`src/rtl/r200_pkg.sv`:
```
// Shared types and constants for the r200 instruction-fetch stage.
// Latency: none (declarations only).
// Backpressure: none (declarations only).
package r200_pkg;

    localparam int XLEN = 32;

    // addi x0, x0, 0: what decode sees whenever fetch has nothing to offer.
    localparam logic [XLEN-1:0] NOP_INSTR = 32'h0000_0013;

    // One fetched instruction together with the address it came from.
    typedef struct packed {
        logic [XLEN-1:0] instrn;
        logic [XLEN-1:0] pc;
    } fetch_entry_t;

endpackage

```
`src/rtl/r200_fetch_queue.sv`:
```
// Fetch queue: synchronous FIFO of fetch entries with a single-cycle flush.
// Latency: a pushed entry is visible at the head on the next clock; the head is read from flops.
// Backpressure: a push while full is taken only together with a pop; flush beats push and pop.
module r200_fetch_queue
    import r200_pkg::*;
#(
    parameter int FQ_DEPTH = 2,
    localparam int AW = $clog2(FQ_DEPTH),
    localparam int CW = AW + 1
) (
    input  logic          clk,
    input  logic          rst_n,
    input  logic          i_push,
    input  fetch_entry_t  i_push_dat,
    input  logic          i_pop,
    input  logic          i_flush,
    output logic          o_full,
    output logic          o_empty,
    output logic [CW-1:0] o_count,
    output fetch_entry_t  o_head
);

    fetch_entry_t  r_mem [FQ_DEPTH];
    logic [AW-1:0] r_wr_ptr;
    logic [AW-1:0] r_rd_ptr;
    logic [CW-1:0] r_count;
    logic          w_do_push;
    logic          w_do_pop;

    assign o_empty   = (r_count == '0);
    assign o_full    = (r_count == CW'(FQ_DEPTH));
    assign o_count   = r_count;
    assign o_head    = r_mem[r_rd_ptr];
    assign w_do_pop  = i_pop && !o_empty;
    // A full queue can still accept a word when the head leaves in the same cycle.
    assign w_do_push = i_push && (!o_full || w_do_pop);

    // Pointer and occupancy bookkeeping; a flush empties the queue outright.
    always_ff @(posedge clk or negedge rst_n) begin
        if (!rst_n) begin
            r_wr_ptr <= '0;
            r_rd_ptr <= '0;
            r_count  <= '0;
        end else if (i_flush) begin
            r_wr_ptr <= '0;
            r_rd_ptr <= '0;
            r_count  <= '0;
        end else begin
            if (w_do_push) r_wr_ptr <= r_wr_ptr + AW'(1);
            if (w_do_pop)  r_rd_ptr <= r_rd_ptr + AW'(1);
            r_count <= r_count + CW'(w_do_push) - CW'(w_do_pop);
        end
    end

    // Entry storage; slots written during a flush are unreachable once the pointers reset.
    always_ff @(posedge clk or negedge rst_n) begin
        if (!rst_n) begin
            for (int i = 0; i < FQ_DEPTH; i++) r_mem[i] <= '0;
        end else if (w_do_push) begin
            r_mem[r_wr_ptr] <= i_push_dat;
        end
    end

endmodule

```
`src/rtl/r200_fetch_unit.sv`:
```
// Instruction fetch: owns the PC, requests imem over req/gnt/rvalid, queues words, hands {instrn,pc,pcp4} to decode.
// Latency: redirect N -> req N+1 -> rvalid N+2 -> if_valid N+3 with a 1-cycle memory and immediate grant.
// Backpressure: if_ready low fills the queue, then requests are withheld; nothing is dropped. R200_FETCH_PERF_EN adds perf counters.
module r200_fetch_unit
    import r200_pkg::*;
#(
    parameter logic [31:0] RESET_PC = 32'h0000_0000,
    parameter int          FQ_DEPTH = 2
) (
    input  logic        clk,
    input  logic        rst_n,
    input  logic        redirect_valid,
    input  logic [31:0] redirect_pc,
    output logic        imem_req,
    output logic [31:0] imem_addr,
    input  logic        imem_gnt,
    input  logic        imem_rvalid,
    input  logic [31:0] imem_rdata,
    output logic        if_valid,
    input  logic        if_ready,
    output logic [31:0] if_instrn,
    output logic [31:0] if_pc,
    output logic [31:0] if_pcp4
`ifdef R200_FETCH_PERF_EN
    ,
    output logic [31:0] perf_stall_cycles,
    output logic [31:0] perf_redirects
`endif
);

    localparam int CW = $clog2(FQ_DEPTH) + 1;

    logic [31:0]   r_pc;
    logic [31:0]   r_req_pc;
    logic [31:0]   r_last_pc;
    logic          r_outstanding;
    logic          r_drop;
    logic          r_run;

    logic [CW-1:0] w_count;
    logic          w_full;
    logic          w_empty;
    fetch_entry_t  w_head;
    fetch_entry_t  w_push_dat;
    logic          w_push;
    logic          w_pop;
    logic          w_grant;
    logic          w_room;
    logic          w_unused;

    // Only the word-aligned part of a redirect target matters.
    assign w_unused = &{1'b0, redirect_pc[1:0]};

    // Queue slots already in use plus the one reserved by an in-flight request.
    assign w_room = (w_count + CW'(r_outstanding)) < CW'(FQ_DEPTH);

    // r_run keeps the request low while in reset and on the release edge.
    // rvalid frees the single in-flight slot, so a new request may go out the same cycle.
    assign imem_req  = r_run && !redirect_valid && w_room && (!r_outstanding || imem_rvalid);
    assign imem_addr = r_pc;
    assign w_grant   = imem_req && imem_gnt;

    // A response is kept only if it answers a live request and no redirect is flushing.
    assign w_push            = imem_rvalid && r_outstanding && !r_drop && !redirect_valid;
    assign w_push_dat.instrn = imem_rdata;
    assign w_push_dat.pc     = r_req_pc;
    assign w_pop             = if_valid && if_ready;

    r200_fetch_queue #(
        .FQ_DEPTH (FQ_DEPTH)
    ) u_fetch_queue (
        .clk        (clk),
        .rst_n      (rst_n),
        .i_push     (w_push),
        .i_push_dat (w_push_dat),
        .i_pop      (w_pop),
        .i_flush    (redirect_valid),
        .o_full     (w_full),
        .o_empty    (w_empty),
        .o_count    (w_count),
        .o_head     (w_head)
    );

    // PC, in-flight request tracking and stale-response suppression.
    always_ff @(posedge clk or negedge rst_n) begin
        if (!rst_n) begin
            r_pc          <= {RESET_PC[31:2], 2'b00};
            r_req_pc      <= {RESET_PC[31:2], 2'b00};
            r_outstanding <= 1'b0;
            r_drop        <= 1'b0;
            r_run         <= 1'b0;
        end else begin
            r_run <= 1'b1;
            if (redirect_valid) begin
                r_pc <= {redirect_pc[31:2], 2'b00};
            end else if (w_grant) begin
                r_pc <= r_pc + 32'd4;
            end
            if (w_grant) begin
                r_req_pc      <= r_pc;
                r_outstanding <= 1'b1;
            end else if (imem_rvalid) begin
                r_outstanding <= 1'b0;
            end
            // The response still owed to a pre-redirect request must be thrown away.
            if (imem_rvalid && r_outstanding) begin
                r_drop <= 1'b0;
            end else if (redirect_valid && r_outstanding) begin
                r_drop <= 1'b1;
            end
        end
    end

    // Remember the last presented address so if_pc holds while the queue is empty.
    always_ff @(posedge clk or negedge rst_n) begin
        if (!rst_n) begin
            r_last_pc <= RESET_PC;
        end else if (!w_empty) begin
            r_last_pc <= w_head.pc;
        end
    end

    assign if_valid  = !w_empty;
    assign if_instrn = if_valid ? w_head.instrn : NOP_INSTR;
    assign if_pc     = if_valid ? w_head.pc : r_last_pc;
    assign if_pcp4   = if_pc + 32'd4;

`ifdef R200_FETCH_PERF_EN
    logic [31:0] r_perf_stall;
    logic [31:0] r_perf_redir;

    // Saturating counts of decode stalls and redirect cycles.
    always_ff @(posedge clk or negedge rst_n) begin
        if (!rst_n) begin
            r_perf_stall <= '0;
            r_perf_redir <= '0;
        end else begin
            if (if_valid && !if_ready && (r_perf_stall != '1)) r_perf_stall <= r_perf_stall + 32'd1;
            if (redirect_valid && (r_perf_redir != '1))        r_perf_redir <= r_perf_redir + 32'd1;
        end
    end

    assign perf_stall_cycles = r_perf_stall;
    assign perf_redirects    = r_perf_redir;
`endif

endmodule

```
`config.mk`:
```
export PLATFORM = sky130hd
export DESIGN_NAME = r200_fetch_unit
export DESIGN_NICKNAME = d
export VERILOG_FILES = /design/src/rtl/r200_pkg.sv /design/src/rtl/r200_fetch_queue.sv /design/src/rtl/r200_fetch_unit.sv
export SDC_FILE = /design/constraint.sdc
export NUM_CORES = 1
export LEC_CHECK = 0
export CAP_MARGIN = 20
export CORE_ASPECT_RATIO = 1.1
export CORE_MARGIN = 10
export CORE_UTILIZATION = 43
export CTS_BUF_LIST = sky130_fd_sc_hd__clkbuf_4 sky130_fd_sc_hd__clkbuf_8 sky130_fd_sc_hd__clkbuf_16
export DETAILED_ROUTE_END_ITERATION = 10
export GPL_ROUTABILITY_DRIVEN = 1
export PLACE_DENSITY = 0.69
export RECOVER_POWER = 100
export SYNTH_ARGS = -nofsm -noshare
export SYNTH_HDL_FRONTEND = slang
export SYNTH_HIERARCHICAL = 1
export SYNTH_SLANG_ARGS = --single-unit
```
`constraint.sdc`:
```
create_clock -name clk -period 8.1 [get_ports clk]
set_clock_uncertainty 0.15 [all_clocks]
set_input_delay 1.215 -clock clk [delete_from_list [all_inputs] [get_ports clk]]
set_output_delay 1.215 -clock clk [all_outputs]
set_load 0.02 [all_outputs]
```
Word level (Yosys, flattened, before mapping)
Index checks and enable logic that the tools add are counted.
{ "totals": {"in_bits": 70, "elab_cells": 71, "output_inout_bits": 130, "reg_bits": 231} }
{ "classes": {"n_eq_ne": 1, "magnitude_cmp": 4, "n_mux": 19, "bitwise_logic": 2, "add_sub_neg": 7, "reduce_logical": 25} }
{ "op_table": {"columns": ["op", "count"], "rows": [
  ["2-to-1 mux 64 bit", 4],
  ["bitwise mux 128 bit", 1],
  ["2-to-1 mux 32 bit", 4],
  ["adder 32 x 3 -> 32 bit (second input constant)", 2],
  ["demux 64 bit (select 1 bit)", 1],
  ["logical AND 1 bit", 12],
  ["nonzero test 2 bit", 5],
  ["2-to-1 mux 1 bit", 8],
  ["zero test 1 bit", 5],
  ["adder 2 x 1 -> 2 bit", 2],
  ["greater-or-equal comparator 2 bit (second input constant)", 2],
  ["inverter 1 -> 2 bit", 2],
  ["adder 1 bit (second input constant)", 2],
  ["equality test 2 bit (second input constant)", 1],
  ["zero test 2 bit", 1],
  ["logical OR 1 bit", 2],
  ["< comparator 2 x 1 -> 1 bit (second input constant)", 1],
  ["< comparator 2 bit (second input constant)", 1],
  ["2-to-1 mux 2 bit", 1],
  ["subtractor 2 x 1 -> 2 bit", 1]
]} }

Depth between registers and ports, before layout
Gate-level depths: netlist of run 1.
{ "logic_depth": {"ltp_word": 9, "depth_mapped": 15, "depth_no_buf": 10} }

Hierarchy
Netlist of run 1, hierarchy kept.
{ "modules_own_cells": {"columns": ["module", "seq_area_each_um2", "area_each_um2", "cells_each", "instances"], "rows": [
  ["r200_fetch_queue", 3303.2, 6303.5, 364, 1],
  ["r200_fetch_unit", 2377.3, 5275.1, 495, 1]
]} }

Worst setup path after synthesis of run 1
OpenSTA, ideal clock, no wires.
{ "synth_path": {"kind": "reg2out", "start": "register u_fetch_queue.r_count[1] (netlist: u_fetch_queue/o_count[1])", "end": "output port if_pcp4[22]", "path_stages_with_launch": 16, "arrival_time_ns": 3.427, "path_buffers": 6, "required_time_ns": 6.735, "setup_slack_ns": 3.308, "path_cell_list": "dfrtp_1 > nor2_1 > buf_6 > buf_6 > buf_4 > buf_2 > buf_2 > mux2i_1 > inv_1 > ha_1 > nand4b_1 > a221oi_1 > and2_1 > buf_2 > nand3_1 > xnor2_1"} }
{ "synth_via": {"elab_chain_len": 3} }
{ "synth_lines": {"columns": ["element", "line_no", "source"], "rows": [
  ["start: declaration", "r200_fetch_queue.sv:26", "logic [CW-1:0] r_count;"],
  ["start signal: assignment", "r200_fetch_queue.sv:51", "r_count <= r_count + CW'(w_do_push) - CW'(w_do_pop);"],
  ["zero test 2 bit", "r200_fetch_queue.sv:30", "assign o_empty = (r_count == '0);"],
  ["via w_empty", "r200_fetch_unit.sv:42", "logic w_empty;"],
  ["2-to-1 mux 32 bit", null, null],
  ["via if_pc[2]", "r200_fetch_unit.sv:22", "output logic [31:0] if_pc,"],
  ["adder 32 x 3 -> 32 bit", "r200_fetch_unit.sv:126", "assign if_pcp4 = if_pc + 32'd4;"],
  ["end: declaration", "r200_fetch_unit.sv:23", "output logic [31:0] if_pcp4"]
]} }
The timed path passes the listed nets, and every way through them passes these cells.

Worst setup path after layout of run 1
{ "layout_path": {"start": "register u_fetch_queue.r_count[1] (netlist: u_fetch_queue/o_count[1])", "end": "output port if_pcp4[31]"} }
{ "layout_via": {"elab_chain_len": 3} }
{ "layout_lines": {"columns": ["element", "line_no"], "rows": [
  ["zero test 2 bit", "r200_fetch_queue.sv:30"],
  ["via w_empty", "r200_fetch_unit.sv:42"],
  ["2-to-1 mux 32 bit", null],
  ["adder 32 x 3 -> 32 bit", "r200_fetch_unit.sv:126"]
]} }
The timed path passes the listed nets, and every way through them passes these cells.

==> summary.log, run 1 <==
qor: layout.layout.cells.most_common_list dfrtp_1 (227), mux2_1 (125), mux2_2 (123), dlygate4sd3_1 (123), clkdlybuf4s50_1 (70)
qor: synth.synthesized_area 11600 um^2
qor: place.hpwlAfterDp 19500 um
qor: critical_path.worstPathRequired 6.73 ns
qor: clock_network.root_buf_cell clkbuf_16
qor: synth.yosys_warnings 6
qor: place.dpl_cell_area 13600 um^2
qor: layout.final_nets 1117
qor: floorplanning.fp.dieW 176 um
qor: clock_network.clkSinkCount 227
qor: clock_network.cts.reportedPaths.clkPinSlew 0.06 ns
qor: clock_network.max-clock-path-buffers 3
qor: sta.maxSlewViolCount 460
qor: floorplanning.die_h 192 um
qor: sta.unrepaired_setup_endpoints_after_global_routing false
qor: route.route.antenna.remaining_nets 0
qor: critical_path.critical_path_cell_by_cell nor2_4 -> buf_4 -> mux2i_1 -> a21oi_1 -> nand3_1 -> nor4b_1 -> xor2_1 -> dlygate4sd3_1
qor: sta.timing.final.crit_period 6.69 ns
qor: clock_network.total_cts_buffers 25
qor: place.io_buffers 195
qor: global_route.wire_length_of_the_first_global_routing_pass 44700 um
qor: global_route.aggregate_global_route_resource_usage 0.163
qor: global_route.gr-total-overflow 0
qor: layout.diodes 0
qor: layout.fin_cells 1414
qor: synth.post_synth.cell_area_avg 13.5 um^2
qor: route.vias_per_cell 5.13
qor: sta.worst_pin_slew 4.87 ns
qor: critical_path.crit_fanout 52
qor: clock_network.clk_latency 0.53 ns
qor: place.number_of_placed_instances_taps_included 1368
qor: layout.proportion_of_layout_cells_with_a_drive_suffix_above_1 0.178
qor: clock_network.htree_num_levels 1
qor: clock_network.count_of_instances_resized_after_the_clock_tree_is_built 0
qor: layout.layout.cells.most_common dfrtp_1
qor: floorplanning.io_pins 200
qor: critical_path.worst_path_largest_cell_delay 0.83 ns
qor: route.drc_errors 0
qor: run_status.status finished with violations
qor: worst_hold_path.min-delay-path-class register to register
qor: power_and_ir_drop.max-vdd-ir-drop 0.000171 V
qor: route.detail_route.first_pass.iterations 4
qor: global_route.antenna_violations_before_repair 0
qor: critical_path.worstPathArrival 5.33 ns
qor: sta.final.period_utilization 0.826
qor: critical_path.crit_slowest_cell nor2_4
qor: sta.hold_ws 0.330 ns
qor: sta.timing.fmax 149 MHz
qor: place.final_estimated_routing_congestion_in_global_placement 0.792
qor: critical_path.critPathCaptureType output pin
qor: critical_path.cp_num_buf_inv 2
qor: clock_network.cts-hold-fix-buffers 0
qor: run.cap_violations 10
qor: critical_path.crit_family simple AND/OR/NAND/NOR gates
qor: critical_path.critical_path_class register to output pin
qor: sta.hold_violations 0
qor: clock_network.setup_fix_buffers_added_after_clock_tree_synthesis 0
qor: floorplanning.floorplan.rows 62
qor: floorplanning.core_area 26300 um^2
qor: global_route.vias_in_the_first_global_route 7799
qor: power_and_ir_drop.total_power_divided_by_cell_area 287 nW/um^2
qor: floorplanning.fp.dieArea 33900 um^2
qor: global_route.grt_max_degree 92
qor: route.drt_iter0_markers 322
qor: clock_network.cts_tree done
qor: sta.setup_viol 0
qor: floorplanning.initial_util 0.440
qor: route.post_drt_wl_per_cell 19.7 um
qor: layout.areaGrowthSynthToFinish 21.2%
qor: layout.final_standard_cell_area_without_fillers 14000 um^2
qor: run_status.violations max-capacitance violations, max-slew violations
qor: route.via_count 7260
qor: power_and_ir_drop.leakagePower 0.00645 uW
qor: sta.slew_headroom -2.25
qor: layout.final_core_utilization 0.533
qor: synth.synthCells 858
qor: route.wirelength 27900 um
qor: sta.fin_tns_setup 0 ns
qor: critical_path.start_kind register
registers in the layout, summed over array words and instances, names as in the netlist:
| register | count |
|---|---|
| imem_addr | 30 |
| r_drop | 1 |
| r_last_pc | 32 |
| r_outstanding | 1 |
| r_req_pc | 30 |
| r_run | 1 |
| u_fetch_queue/o_count | 2 |
| u_fetch_queue/r_mem | 128 |
| u_fetch_queue/r_rd_ptr | 1 |
| u_fetch_queue/r_wr_ptr | 1 |
metrics by stage:
stage                     power, uW  setup slack (ns)
final                          4020              1.41
after global routing           4230             0.858
after CTS                      4260              1.67
after detailed placement       3040              2.20
after global placement         3010              2.30
after floorplan                2440              3.32
layer usage:
| metal | share of wire | vias up | global-route usage |
|---|---|---|---|
| met5 | 0 | - | 0 |
| met4 | 0.020 | 0 | 0.0482 |
| met3 | 0.045 | 38 | 0.0299 |
| met2 | 0.46 | 168 | 0.258 |
| met1 | 0.47 | 3644 | 0.224 |
| li1 | - | 3410 | - |
final timing paths:
kind	from	endpoint	slack, ns	depth (start not counted)
worst min register to register	u_fetch_queue/r_mem[85]$_DFFE_PN0P_	u_fetch_queue/r_mem[85]$_DFFE_PN0P_	0.33	1
max in group asynchronous	rst_n	imem_addr[15]$_DFFE_PN0P_	1.95	2
min in group asynchronous	rst_n	u_fetch_queue/r_mem[49]$_DFFE_PN0P_	2.29	1
worst max-delay path	u_fetch_queue/o_count[1]$_DFF_PN0_	if_pcp4[31]	1.41	8
worst min-delay path	u_fetch_queue/r_mem[85]$_DFFE_PN0P_	u_fetch_queue/r_mem[85]$_DFFE_PN0P_	0.33	1
worst max register to register	u_fetch_queue/o_count[1]$_DFF_PN0_	u_fetch_queue/r_mem[1]$_DFFE_PN0P_	3.17	6
report_power, final:
| part | switching, uW | internal [uW] | total (uW) |
|---|---|---|---|
| Clock | 451 | 744 | 1200 |
| Combinational | 619 | 604 | 1220 |
| Sequential | 184 | 1420 | 1600 |
area by class of cell:
class | count | area [um^2]
clock buffer | 36 | 758
clock inverter | 10 | 129
fill | 2301 | 12300
inverter | 13 | 48.8
multi-input combinational | 573 | 4990
sequential | 227 | 5680
tap | 352 | 440
timing repair buffer | 203 | 1980
(Power assumes the default switching activity.)
==> inputs of run 2 (changes only) <==
Settings changed: PLACE_DENSITY 0.69 to 0.72.
Clock period 8.1 ns to 5.53 ns, I/O delays scaled along.
==> run 2 against run 1 <==
  * The flow still finishes with violations (max-capacitance violations, max-slew violations)
  * Sequential share of layout area down 0.27 points
  * Clock-buffer cell count decreased by 4
  * Die area did not move
  * Final cell count up 0.64%
  * Routed wire length shrank 0.88%
  * First-iteration DRC count grew 29%
  * Core utilization grew 0.37 points
  * Critical path type unchanged
  * Critical endpoint unchanged
  * Largest cell class unchanged
  * Highest routed layer unchanged
==> summary.log, run 2 (same netlist as run 1, synthesis figures left out) <==
qor: sta.timing.fmax 195 MHz
qor: sta.fin_tns_setup 0 ns
qor: sta.setup_viol 0
qor: clock_network.clk_latency 0.52 ns
qor: layout.layout.cells.most_common_list dfrtp_1 (226), mux2_2 (127), dlygate4sd3_1 (122), mux2_1 (118), clkdlybuf4s50_1 (71)
qor: layout.final_standard_cell_area_without_fillers 14100 um^2
qor: critical_path.worstPathRequired 4.55 ns
qor: critical_path.crit_fanout 35
qor: power_and_ir_drop.total_power_divided_by_cell_area 420 nW/um^2
qor: layout.largestRegisters u_fetch_queue/r_mem: 128 flops, r_last_pc: 32 flops
qor: floorplanning.fp.dieArea 33900 um^2
qor: run_status.violations max-capacitance violations, max-slew violations
qor: critical_path.start_kind register
qor: floorplanning.fp.dieW 176 um
qor: place.pre_cts_ws 0.834 ns
qor: sta.final.setup.worst_slack 0.405 ns
qor: critical_path.crit_slowest_cell nor2_4
qor: sta.unrepaired_setup_endpoints_after_global_routing false
qor: floorplanning.core_area 26300 um^2
qor: critical_path.critPathCaptureType output pin
qor: layout.largest_register_ff_count 128
qor: layout.diodes 0
qor: critical_path.crit-reg2reg-launch u_fetch_queue/o_count[1]$_DFF_PN0_
qor: worst_hold_path.min-delay-path-class register to register
qor: critical_path.crit_path_start u_fetch_queue/o_count[0]$_DFF_PN0_
qor: run.cap_violations 5
qor: layout.proportion_of_layout_cells_with_a_drive_suffix_above_1 0.192
qor: global_route.gr-total-overflow 0
qor: global_route.vias_in_the_first_global_route 7702
qor: global_route.antenna_violations_before_repair 0
qor: power_and_ir_drop.max-vdd-ir-drop 0.000244 V
qor: place.final_estimated_routing_congestion_in_global_placement 0.816
qor: clock_network.clkSinkCount 227
qor: run_status.status finished with violations
qor: route.drc_errors 0
qor: sta.worst_pin_slew 2.81 ns
qor: layout.areaGrowthSynthToFinish 22.0%
qor: clock_network.cts-hold-fix-buffers 0
qor: global_route.wire_length_of_the_first_global_routing_pass 44700 um
qor: global_route.aggregate_global_route_resource_usage 0.162
qor: critical_path.worstPathArrival 4.15 ns
qor: floorplanning.io_pins 200
qor: layout.most_flops_register u_fetch_queue/r_mem
qor: worst_hold_path.timing.hold.worst.start u_fetch_queue/r_mem[19]$_DFFE_PN0P_
qor: route.wirelength 27700 um
qor: floorplanning.initial_util 0.440
qor: power_and_ir_drop.leakagePower 0.00648 uW
qor: clock_network.htree_num_levels 1
qor: global_route.grt_max_degree 116
qor: place.dpl_cell_area 13700 um^2
qor: sta.hold_violations 0
qor: critical_path.worst_path_largest_cell_delay 0.72 ns
qor: route.drt_iter0_markers 415
qor: sta.slew_headroom -0.873
qor: layout.layout.cells.most_common dfrtp_1
qor: clock_network.setup_fix_buffers_added_after_clock_tree_synthesis 0
qor: clock_network.cts_tree done
qor: route.route.antenna.remaining_nets 0
qor: floorplanning.die_h 192 um
qor: sta.final.period_utilization 0.927
qor: route.vias_per_cell 5.17
qor: layout.final_nets 1126
qor: route.detail_route.first_pass.iterations 4
qor: route.post_drt_wl_per_cell 19.4 um
qor: clock_network.max-clock-path-buffers 3
qor: route.via_count 7355
qor: clock_network.root_buf_cell clkbuf_16
qor: layout.final_core_utilization 0.537
qor: place.io_buffers 195
qor: critical_path.critical_path_cell_by_cell nor2_4 -> mux2i_1 -> a211oi_2 -> nand2_1 -> nor4b_1 -> xor2_1 -> clkdlybuf4s50_1
qor: clock_network.count_of_instances_resized_after_the_clock_tree_is_built 0
qor: clock_network.total_cts_buffers 26
qor: sta.timing.final.crit_period 5.13 ns
qor: critical_path.critical_path_class register to output pin
qor: sta.maxSlewViolCount 389
qor: place.hpwlAfterDp 19400 um
qor: clock_network.cts.reportedPaths.clkPinSlew 0.06 ns
qor: floorplanning.floorplan.rows 62
## run 2: cell count changes in the layout (fill, tap and decap cells not counted), sizes merged
cell and change:
buf +5, clkinvlp +3, clkdlybuf4s50 +1, clkinv +2, clkbuf -1, dlygate4sd3 -1
## run 2: final timing paths
kind	slack (ns)	depth (start not counted)	to
worst min-delay path	0.33	1	u_fetch_queue/r_mem[19]$_DFFE_PN0P_
worst max register to register	1.18	6	u_fetch_queue/r_mem[77]$_DFFE_PN0P_
min in group asynchronous	1.04	1	u_fetch_queue/r_mem[52]$_DFFE_PN0P_
worst min register to register	0.33	1	u_fetch_queue/r_mem[19]$_DFFE_PN0P_
max in group asynchronous	1.23	2	u_fetch_queue/r_rd_ptr$_DFFE_PN0P_
worst max-delay path	0.40	7	if_pcp4[31]
## run 2: power breakdown
| group | leakage [uW] | switching (uW) | internal [uW] |
|---|---|---|---|
| Combinational | 0.00311 | 910 | 898 |
| Clock | 0.000445 | 688 | 1090 |
| Sequential | 0.00293 | 268 | 2080 |
| Total | 0.00648 | 1870 | 4070 |
## run 2: layer usage
metal / part of all wire / vias to the layer above / track usage
met5: 0 / - / 0
met4: 0.021 / 0 / 0.0427
met3: 0.060 / 33 / 0.0369
met2: 0.46 / 194 / 0.253
met1: 0.46 / 3697 / 0.223
li1: - / 3431 / -
## run 2: final cells by class
class	instances	area, um^2
Sequential cell	227	5680
Clock inverter	15	169
Timing Repair Buffer	211	2030
Inverter	13	48.8
Tap cell	352	440
Multi-Input combinational cell	573	5010
Fill cell	2280	12200
Clock buffer	32	738
## run 2: stage by stage
stage | std cells | total power [uW] | hold WS [ns]
2_1_floorplan | 863 | 3580 | 0.325
3_3_place_gp | 1376 | 4410 | 0.334
3_5_place_dp | 1376 | 4450 | 0.337
4_1_cts | 1423 | 6270 | 0.258
5_1_grt | 1423 | 6260 | 0.344
6_report | 1423 | 5930 | 0.331
## run 2: worst max-delay path, delay by kind of cell (launching register included)
family / cells / cell delay, ns
and+or+nand+nor: 3 / 1.52
buffers and inverters: 1 / 0.63
DFF: 1 / 0.46
AOI/OAI and AO/OA: 1 / 0.41
muxes: 1 / 0.35
xor gates and xnor gates: 1 / 0.23
==> inputs of run 3 (changes only) <==
Settings changed: TNS_END_PERCENT set to 20.
==> results of run 3 <==
Final layout, timing and power as in run 2 (identical DEF).
